--- config.mk ---
export PLATFORM = sky130hd
export DESIGN_NAME = fetch_queue_flat
export DESIGN_NICKNAME = d
export VERILOG_FILES = /design/src/rtl/fetch_queue_if.sv /design/src/rtl/fetch_queue.sv /design/src/flat_wrapper.sv
export SDC_FILE = /design/constraint.sdc
export NUM_CORES = 1
export LEC_CHECK = 0
export CORE_ASPECT_RATIO = 1.75
export CORE_MARGIN = 5
export CORE_UTILIZATION = 50
export DETAILED_ROUTE_END_ITERATION = 8
export GPL_TIMING_DRIVEN = 0
export PLACE_DENSITY = 0.73
export SLEW_MARGIN = 20
export SYNTH_ARGS = -nofsm -noshare
export SYNTH_HDL_FRONTEND = slang
export SYNTH_SLANG_ARGS = --single-unit
export TNS_END_PERCENT = 10
--- constraint.sdc ---
create_clock -name clock -period 5.5 [get_ports clock]
set_input_delay 1.375 -clock clock [delete_from_list [all_inputs] [get_ports clock]]
set_output_delay 1.375 -clock clock [all_outputs]
set_load 0.01 [all_outputs]
--- src/rtl/fetch_queue_if.sv ---
// Handshake bundle between the fetch unit (master) and the prefetch queue (slave).
// Decode-side signals ride along so the queue has a single bus port.
interface fetch_queue_if #(
  parameter int AW = 2
);
  logic          in_valid;
  logic          in_ready;
  logic [31:0]   in_pc;
  logic [31:0]   in_instr;
  logic          out_valid;
  logic          out_ready;
  logic [31:0]   out_pc;
  logic [31:0]   out_pc8;
  logic [31:0]   out_instr;
  logic          flush;
  logic [AW:0]   count;

  modport master (
    output in_valid, in_pc, in_instr, out_ready, flush,
    input  in_ready, out_valid, out_pc, out_pc8, out_instr, count
  );

  modport slave (
    input  in_valid, in_pc, in_instr, out_ready, flush,
    output in_ready, out_valid, out_pc, out_pc8, out_instr, count
  );
endinterface

--- src/rtl/fetch_queue.sv ---
// Instruction prefetch FIFO between fetch and decode: holds up to DEPTH {pc, instr}
// entries, presents the head with its PC+8 link address, and empties on a redirect.
module fetch_queue #(
  parameter int          DEPTH    = 4,
  parameter int          AW       = 2,
  parameter logic [31:0] NOP_WORD = 32'h00000000
) (
  input  logic            clock,
  input  logic            reset,
  fetch_queue_if.slave    bus
);

  localparam logic [AW:0] FULL = (AW+1)'(DEPTH);

  logic [31:0] pc_mem    [DEPTH];
  logic [31:0] instr_mem [DEPTH];
  logic [AW-1:0] rptr;
  logic [AW-1:0] wptr;
  logic [AW:0]   cnt;
  logic          push;
  logic          pop;
  logic          not_empty;

  assign not_empty = (cnt != '0);
  assign push      = bus.in_valid && bus.in_ready;
  assign pop       = not_empty && bus.out_ready;

  // Everything decode sees comes from registered state, so there is no in_* to out_* bypass.
  assign bus.in_ready  = (cnt < FULL);
  assign bus.out_valid = not_empty;
  assign bus.count     = cnt;
  assign bus.out_instr = not_empty ? instr_mem[rptr] : NOP_WORD;
  assign bus.out_pc    = not_empty ? pc_mem[rptr] : 32'h0;
  assign bus.out_pc8   = bus.out_pc + 32'd8;

  always_ff @(posedge clock) begin
    if (reset || bus.flush) begin
      rptr <= '0;
      wptr <= '0;
      cnt  <= '0;
    end else begin
      if (push) wptr <= wptr + AW'(1);
      if (pop)  rptr <= rptr + AW'(1);
      if (push && !pop)
        cnt <= cnt + (AW+1)'(1);
      else if (pop && !push)
        cnt <= cnt - (AW+1)'(1);
    end
  end

  // Storage is deliberately not reset; a push during flush is dropped with the rest.
  always_ff @(posedge clock) begin
    if (push && !bus.flush && !reset) begin
      pc_mem[wptr]    <= bus.in_pc;
      instr_mem[wptr] <= bus.in_instr;
    end
  end

endmodule

--- src/flat_wrapper.sv ---
// flat-port wrapper written by rule: the top's interface ports become plain ports
module fetch_queue_flat 
#(
  parameter int          DEPTH    = 4,
  parameter int          AW       = 2,
  parameter logic [31:0] NOP_WORD = 32'h00000000
)
  (clock, reset, bus_in_valid, bus_in_pc, bus_in_instr, bus_out_ready, bus_flush, bus_in_ready, bus_out_valid, bus_out_pc, bus_out_pc8, bus_out_instr, bus_count);
  fetch_queue_if #(.AW(AW)) bus_i ();
  input  logic clock;
  input  logic reset;
  input wire logic [$bits(bus_i.in_valid)-1:0] bus_in_valid;
  input wire logic [$bits(bus_i.in_pc)-1:0] bus_in_pc;
  input wire logic [$bits(bus_i.in_instr)-1:0] bus_in_instr;
  input wire logic [$bits(bus_i.out_ready)-1:0] bus_out_ready;
  input wire logic [$bits(bus_i.flush)-1:0] bus_flush;
  output wire logic [$bits(bus_i.in_ready)-1:0] bus_in_ready;
  output wire logic [$bits(bus_i.out_valid)-1:0] bus_out_valid;
  output wire logic [$bits(bus_i.out_pc)-1:0] bus_out_pc;
  output wire logic [$bits(bus_i.out_pc8)-1:0] bus_out_pc8;
  output wire logic [$bits(bus_i.out_instr)-1:0] bus_out_instr;
  output wire logic [$bits(bus_i.count)-1:0] bus_count;
  assign bus_i.in_valid = bus_in_valid;
  assign bus_i.in_pc = bus_in_pc;
  assign bus_i.in_instr = bus_in_instr;
  assign bus_i.out_ready = bus_out_ready;
  assign bus_i.flush = bus_flush;
  assign bus_in_ready = bus_i.in_ready;
  assign bus_out_valid = bus_i.out_valid;
  assign bus_out_pc = bus_i.out_pc;
  assign bus_out_pc8 = bus_i.out_pc8;
  assign bus_out_instr = bus_i.out_instr;
  assign bus_count = bus_i.count;
  fetch_queue #(.DEPTH(DEPTH), .AW(AW), .NOP_WORD(NOP_WORD)) u_core (.clock(clock), .reset(reset), .bus(bus_i));
endmodule
======== After elaboration in Yosys (flattened, before gate mapping) ========
Memories as Yosys holds them, arrays and structs flattened. A register that Yosys moved wholly into a read port is not among the register bits.
Cells that the tools add are included.
word-level totals
  flip-flop bits (word level) ............. 7
  memory bits (writable) .................. 256
  input port bits ......................... 69
  output and inout port bits .............. 101
  word-level logic and storage cells ...... 34
  memories ................................ 2
operators by class
  $add $sub $neg .......................... 5
  $lt $le $gt $ge ......................... 1
  multiplexer cells ....................... 10
  reductions and logical operators ........ 13
memories
  memory            words  bits a word  read ports  clocked after memory_dff  wr ports  line               source
  u_core.instr_mem  4      32           1           1                         1         fetch_queue.sv:16  logic [31:0] instr_mem [DEPTH];
  u_core.pc_mem     4      32           1           1                         1         fetch_queue.sv:15  logic [31:0] pc_mem [DEPTH];
operator list
  cell                                               number
  two-way mux 32 bit                                 2
  adder 32 x 4 -> 32 bit, second input constant      1
  two-way mux 2 bit                                  4
  logical AND 1 bit                                  6
  two-way mux 3 bit                                  2
  adder 2 x 1 -> 2 bit, second input constant        2
  zero test 1 bit                                    4
  adder 3 x 1 -> 3 bit, second input constant        1
  less-than comparator 3 bit, second input constant  1
  nonzero test 3 bit                                 1
  subtractor 3 x 1 -> 3 bit, second input constant   1
  two-way mux 1 bit                                  2
  nonzero test 2 bit                                 1
  logical OR 1 bit                                   1

======== Depth between registers and ports, before layout ========
  word-level depth ........................ 6
  gate-level depth with buffers ........... 13
  gate-level depth less buffers ........... 10

======== Worst setup path before layout ========
Ideal clock, no wire load.
  path kind ............................... register to output
  start ................................... register u_core.cnt[0], in the netlist u_core.bus.count[0]
  end ..................................... output port bus_out_pc8[27]
  arrival time ............................ 3387 ps
  required time ........................... 4125 ps
  slack ................................... 738 ps
  cell stages (with the launch flop) ...... 14
  buffers on the path ..................... 3
  cells stage by stage .................... dfxtp_1 nor3_1 inv_1 clkbuf_1 clkbuf_1 clkbuf_1 nand2_1 inv_1 ha_1 nand2_1 nor4_4 nand4_2 or4_1 a21oi_1
on the way
  cells in the longest elaborated chain, start to end .. 3
ends and longest elaborated chain
  what                    line                source
  start, declared         fetch_queue.sv:19   logic [AW:0] cnt;
  start signal, assigned  fetch_queue.sv:45   cnt <= cnt + (AW+1)'(1);
  start signal, assigned  fetch_queue.sv:47   cnt <= cnt - (AW+1)'(1);
  nonzero test 3 bit      fetch_queue.sv:24   assign not_empty = (cnt != '0);
  net bus_out_valid       flat_wrapper.sv:18  output wire logic [$bits(bus_i.out_valid)-1:0] bus_out_valid;
  two-way mux 32 bit      fetch_queue.sv:33   assign bus.out_pc = not_empty ? pc_mem[rptr] : 32'h0;
  net bus_out_pc[3]       flat_wrapper.sv:19  output wire logic [$bits(bus_i.out_pc)-1:0] bus_out_pc;
  adder 32 x 4 -> 32 bit  fetch_queue.sv:34   assign bus.out_pc8 = bus.out_pc + 32'd8;
  end, declared           flat_wrapper.sv:20  output wire logic [$bits(bus_i.out_pc8)-1:0] bus_out_pc8;
The timed path passes the listed nets, and every way through them passes these cells.

======== Worst setup path in the final report ========
  start ................................... register u_core.cnt[0], in the netlist u_core.bus.count[0]
  end ..................................... output port bus_out_pc8[27]
on the way
  cells in the longest elaborated chain, start to end .. 3
ends and longest elaborated chain
  what                    line
  nonzero test 3 bit      fetch_queue.sv:24
  two-way mux 32 bit      fetch_queue.sv:33
  adder 32 x 4 -> 32 bit  fetch_queue.sv:34
No other way between the ends.

==> flow_summary.toml <==
[timing]
finalClockSkew_ns = 0.0180
fin_worst_hold_slack_ns = 0.552
worst-slew-pin-transition_ns = 0.723
hold_violations = 0
timing_max_transition_violations_final = 0
achievable-frequency_mhz = 189
timing.slew.headroom_pct = 51.3
rsz0062_at_grt = "no"
setup-violations-final = 0
min_period_over_period_pct = 96.4
period_needed_ns = 5.30

[finish]
drive_above_1_share_pct = 17.3
flow.area_growth_from_synthesis_pct = 27.1
num-nets-final = 868
number_of_non_filler_instances_in_the_completed_layout = 1108
n_fill_cell = 1556

[grt]
first_global_vias = 6687
track_usage_pct = 19.1
antenna_found_initial = 1
globalRouteOverflowTotal = 0
first_pass_grt_wire_length_um = 36200
maximum_number_of_pins_on_one_net_before_global_route_repair = 47

[critical_path]
critical-path-slowest-cell = "clkdlybuf4s50_1"
worstSetupStartpointType = "flip-flop"
worst-path-stages = 13
timing.critical_path.slowest_cell_delay_ns = 0.55
crit_path_end_kind = "output pin"
critical_path_arrival_ns = 3.93
cell_by_cell_trace_of_the_critical_path = "nor3_2 > inv_2 > clkbuf_4 > clkbuf_8 > nand2_1 > inv_1 > ha_2 > nand2_2 > nor4_4 > nand4_2 > or4_1 > a21oi_1 > clkdlybuf4s50_1"
critPathKind = "flip-flop to output pin"
ff2ff_path_depth = 10
worst_path_buffer_plus_inverter_count = 5
timing.critical_path.fanout_max = 10
required_ns = 4.12
worst_path_dominant_cell_family = "simple AND/OR/NAND/NOR gates"

[logic_synthesis]
synthFlopType = "edfxtp_1"
synth.ff_latch_count = 265
synthTopCellsByArea = "edfxtp_1 (70%), mux4_2 (12%), and2_1 (3.3%)"
syn_avg_cell_area_um2 = 18.6
syn-cell-area_um2 = 11000
post-synth-top-count-cell = "edfxtp_1"
synth-edff-count = 256
yosys-top-cells-count = "edfxtp_1 (256), mux4_2 (61), and2_1 (58)"
synth-warning-count = 0
mappedNetlistNets = 668
synth_top_cell_area_share_pct = 69.7
async_set_or_reset_flop_fraction_in_the_synthesized_netlist_pct = 0
seq_total_area_yosys_pct = 71.4
synth.lib_cells_used.distinct = 40
post_synth_inst_count = 592
synth_largest_area_cell = "edfxtp_1"

[clocking]
clock_sink_count = 265
cts_root_buffer = "clkbuf_16"
cts_tree = "yes"
postCtsHoldBufs = 0
cts_inserted_buffers = 24
cts.clk_slew.worst_paths_ns = 0.06
clkLatencyLatePin_ns = 0.52
cts_max_path_buffers = 3
cts_htree_levels = 1

[drt]
drt_pre_antenna_iters = 5
drc = 0
route.vias.total = 5989
dr.first_iter.drc_count = 344
routed_antenna_nets = 0
totalWireLength_um = 23600
via_per_inst = 5.41
routed_wire_length_per_instance_um = 21.3

[die]
die_h_um = 206
core.rowCount = 72
fp.coreArea_um2 = 21900
die_area_um2 = 25200
chipWidth_um = 122
top_level_ports = 170
initial_utilization_pct = 50.4

[min_path]
min_path_cells = 2
worstHoldPathType = "flip-flop to flip-flop"

[status]
outcome = "finished clean"

[power_and_ir_drop]
ir_worst_vdd_mv = 0.289
static-leakage-power_nw = 4.56
p_per_area_nw_per_um2 = 324
finalPower_w = 0.00454

[place]
dp_hpwl_um = 16600
place.port_buffers = 169
routabilityCongestion = 0.968
placed_cells_incl_taps = 1061

[run]
timing.max_cap.violations = 0
report_power, final:
part / internal (W) / leakage, nW / switching [W]
clock: 0.000929 / 0.375 / 0.000688
combinational: 0.000354 / 1.80 / 0.000317
sequential: 0.00224 / 2.38 / 0.0000108
total: 0.00352 / 4.56 / 0.00102
registers in the layout (all words and copies together), names as in the netlist, named ones only:
name and flops:
u_core.wptr 2, u_core.instr_mem 128, u_core.pc_mem 128, u_core.rptr 2
u_core.bus.count 3
timing repair:
item	4_1_cts	5_1_grt
setup endpoints to repair	14	3
resized for setup	6	3
setup buffers	2	0
pin swaps	1	1
per-layer routing:
metal	GRT usage [%]	wire, um
met1	20.0	8040
met2	36.2	13200
met3	4.22	1590
met4	7.49	732
met5	0	7
final cells by class:
class | count | area [um^2] | area share (%)
Inverter | 16 | 60.1 | 0.429
Buffer | 29 | 183 | 1.30
Sequential cell | 265 | 7870 | 56.1
Antenna cell | 2 | 5.00 | 0.0357
Multi-Input combinational cell | 281 | 2960 | 21.1
Clock inverter | 15 | 138 | 0.982
Timing Repair Buffer | 175 | 1790 | 12.8
Clock buffer | 29 | 641 | 4.57
Tap cell | 296 | 370 | 2.64
logic make-up after synthesis:
group	share of synthesized area (%)
AO/OA/AOI/OAI	0.681
XOR/XNOR	2.30
AND/OR/NAND/NOR	8.27
adder cells (fa/ha/maj)	0.862
flip-flops	71.4
buffers and inverters	2.11
multiplexers	14.4
metrics by stage:
step / setup WS (ns) / util [%] / cell area, um^2 / TNS, ns
floorplan: 0.738 / - / 11000 / 0
global placement: -0.734 / 59.8 / 13100 / -3.35
detailed placement: -0.811 / 60.3 / 13200 / -3.96
CTS: 0.0108 / 63.9 / 14000 / 0
global route: 0.0162 / 64.0 / 14000 / 0
finish: 0.196 / 64.0 / 14000 / 0
worst reg2reg max path: stages, from the launching register on:
cell	delay (ns)
dfxtp_1	0.36
nor3_2	0.47
inv_2	0.07
clkbuf_4	0.22
nand2_1	0.13
ha_1	0.20
inv_1	0.07
fa_1	0.37
xor2_1	0.17
or3_1	0.31
a21oi_1	0.16
final timing paths:
kind                             from                  end  slack (ns)
setup / recovery  u_core.bus.count[0]      bus_out_pc8[27]        0.20
hold / removal         u_core.rptr[0]       u_core.rptr[0]        0.55
setup reg to reg  u_core.bus.count[2]  u_core.bus.count[2]        2.90
hold reg to reg        u_core.rptr[0]       u_core.rptr[0]        0.55
cells in the final DEF, fill, tap and decap left out, types with 15 or more instances in the layout:
cell type        count
clkbuf_1            15
nand2_1             34
clkdlybuf4s50_1    169
mux4_2              61
xnor2_1             17
and2_1              58
inv_1               15
clkbuf_16           25
edfxtp_1           256
nor2_1              20
No activity file was read; power rests on OpenSTA's default activity.
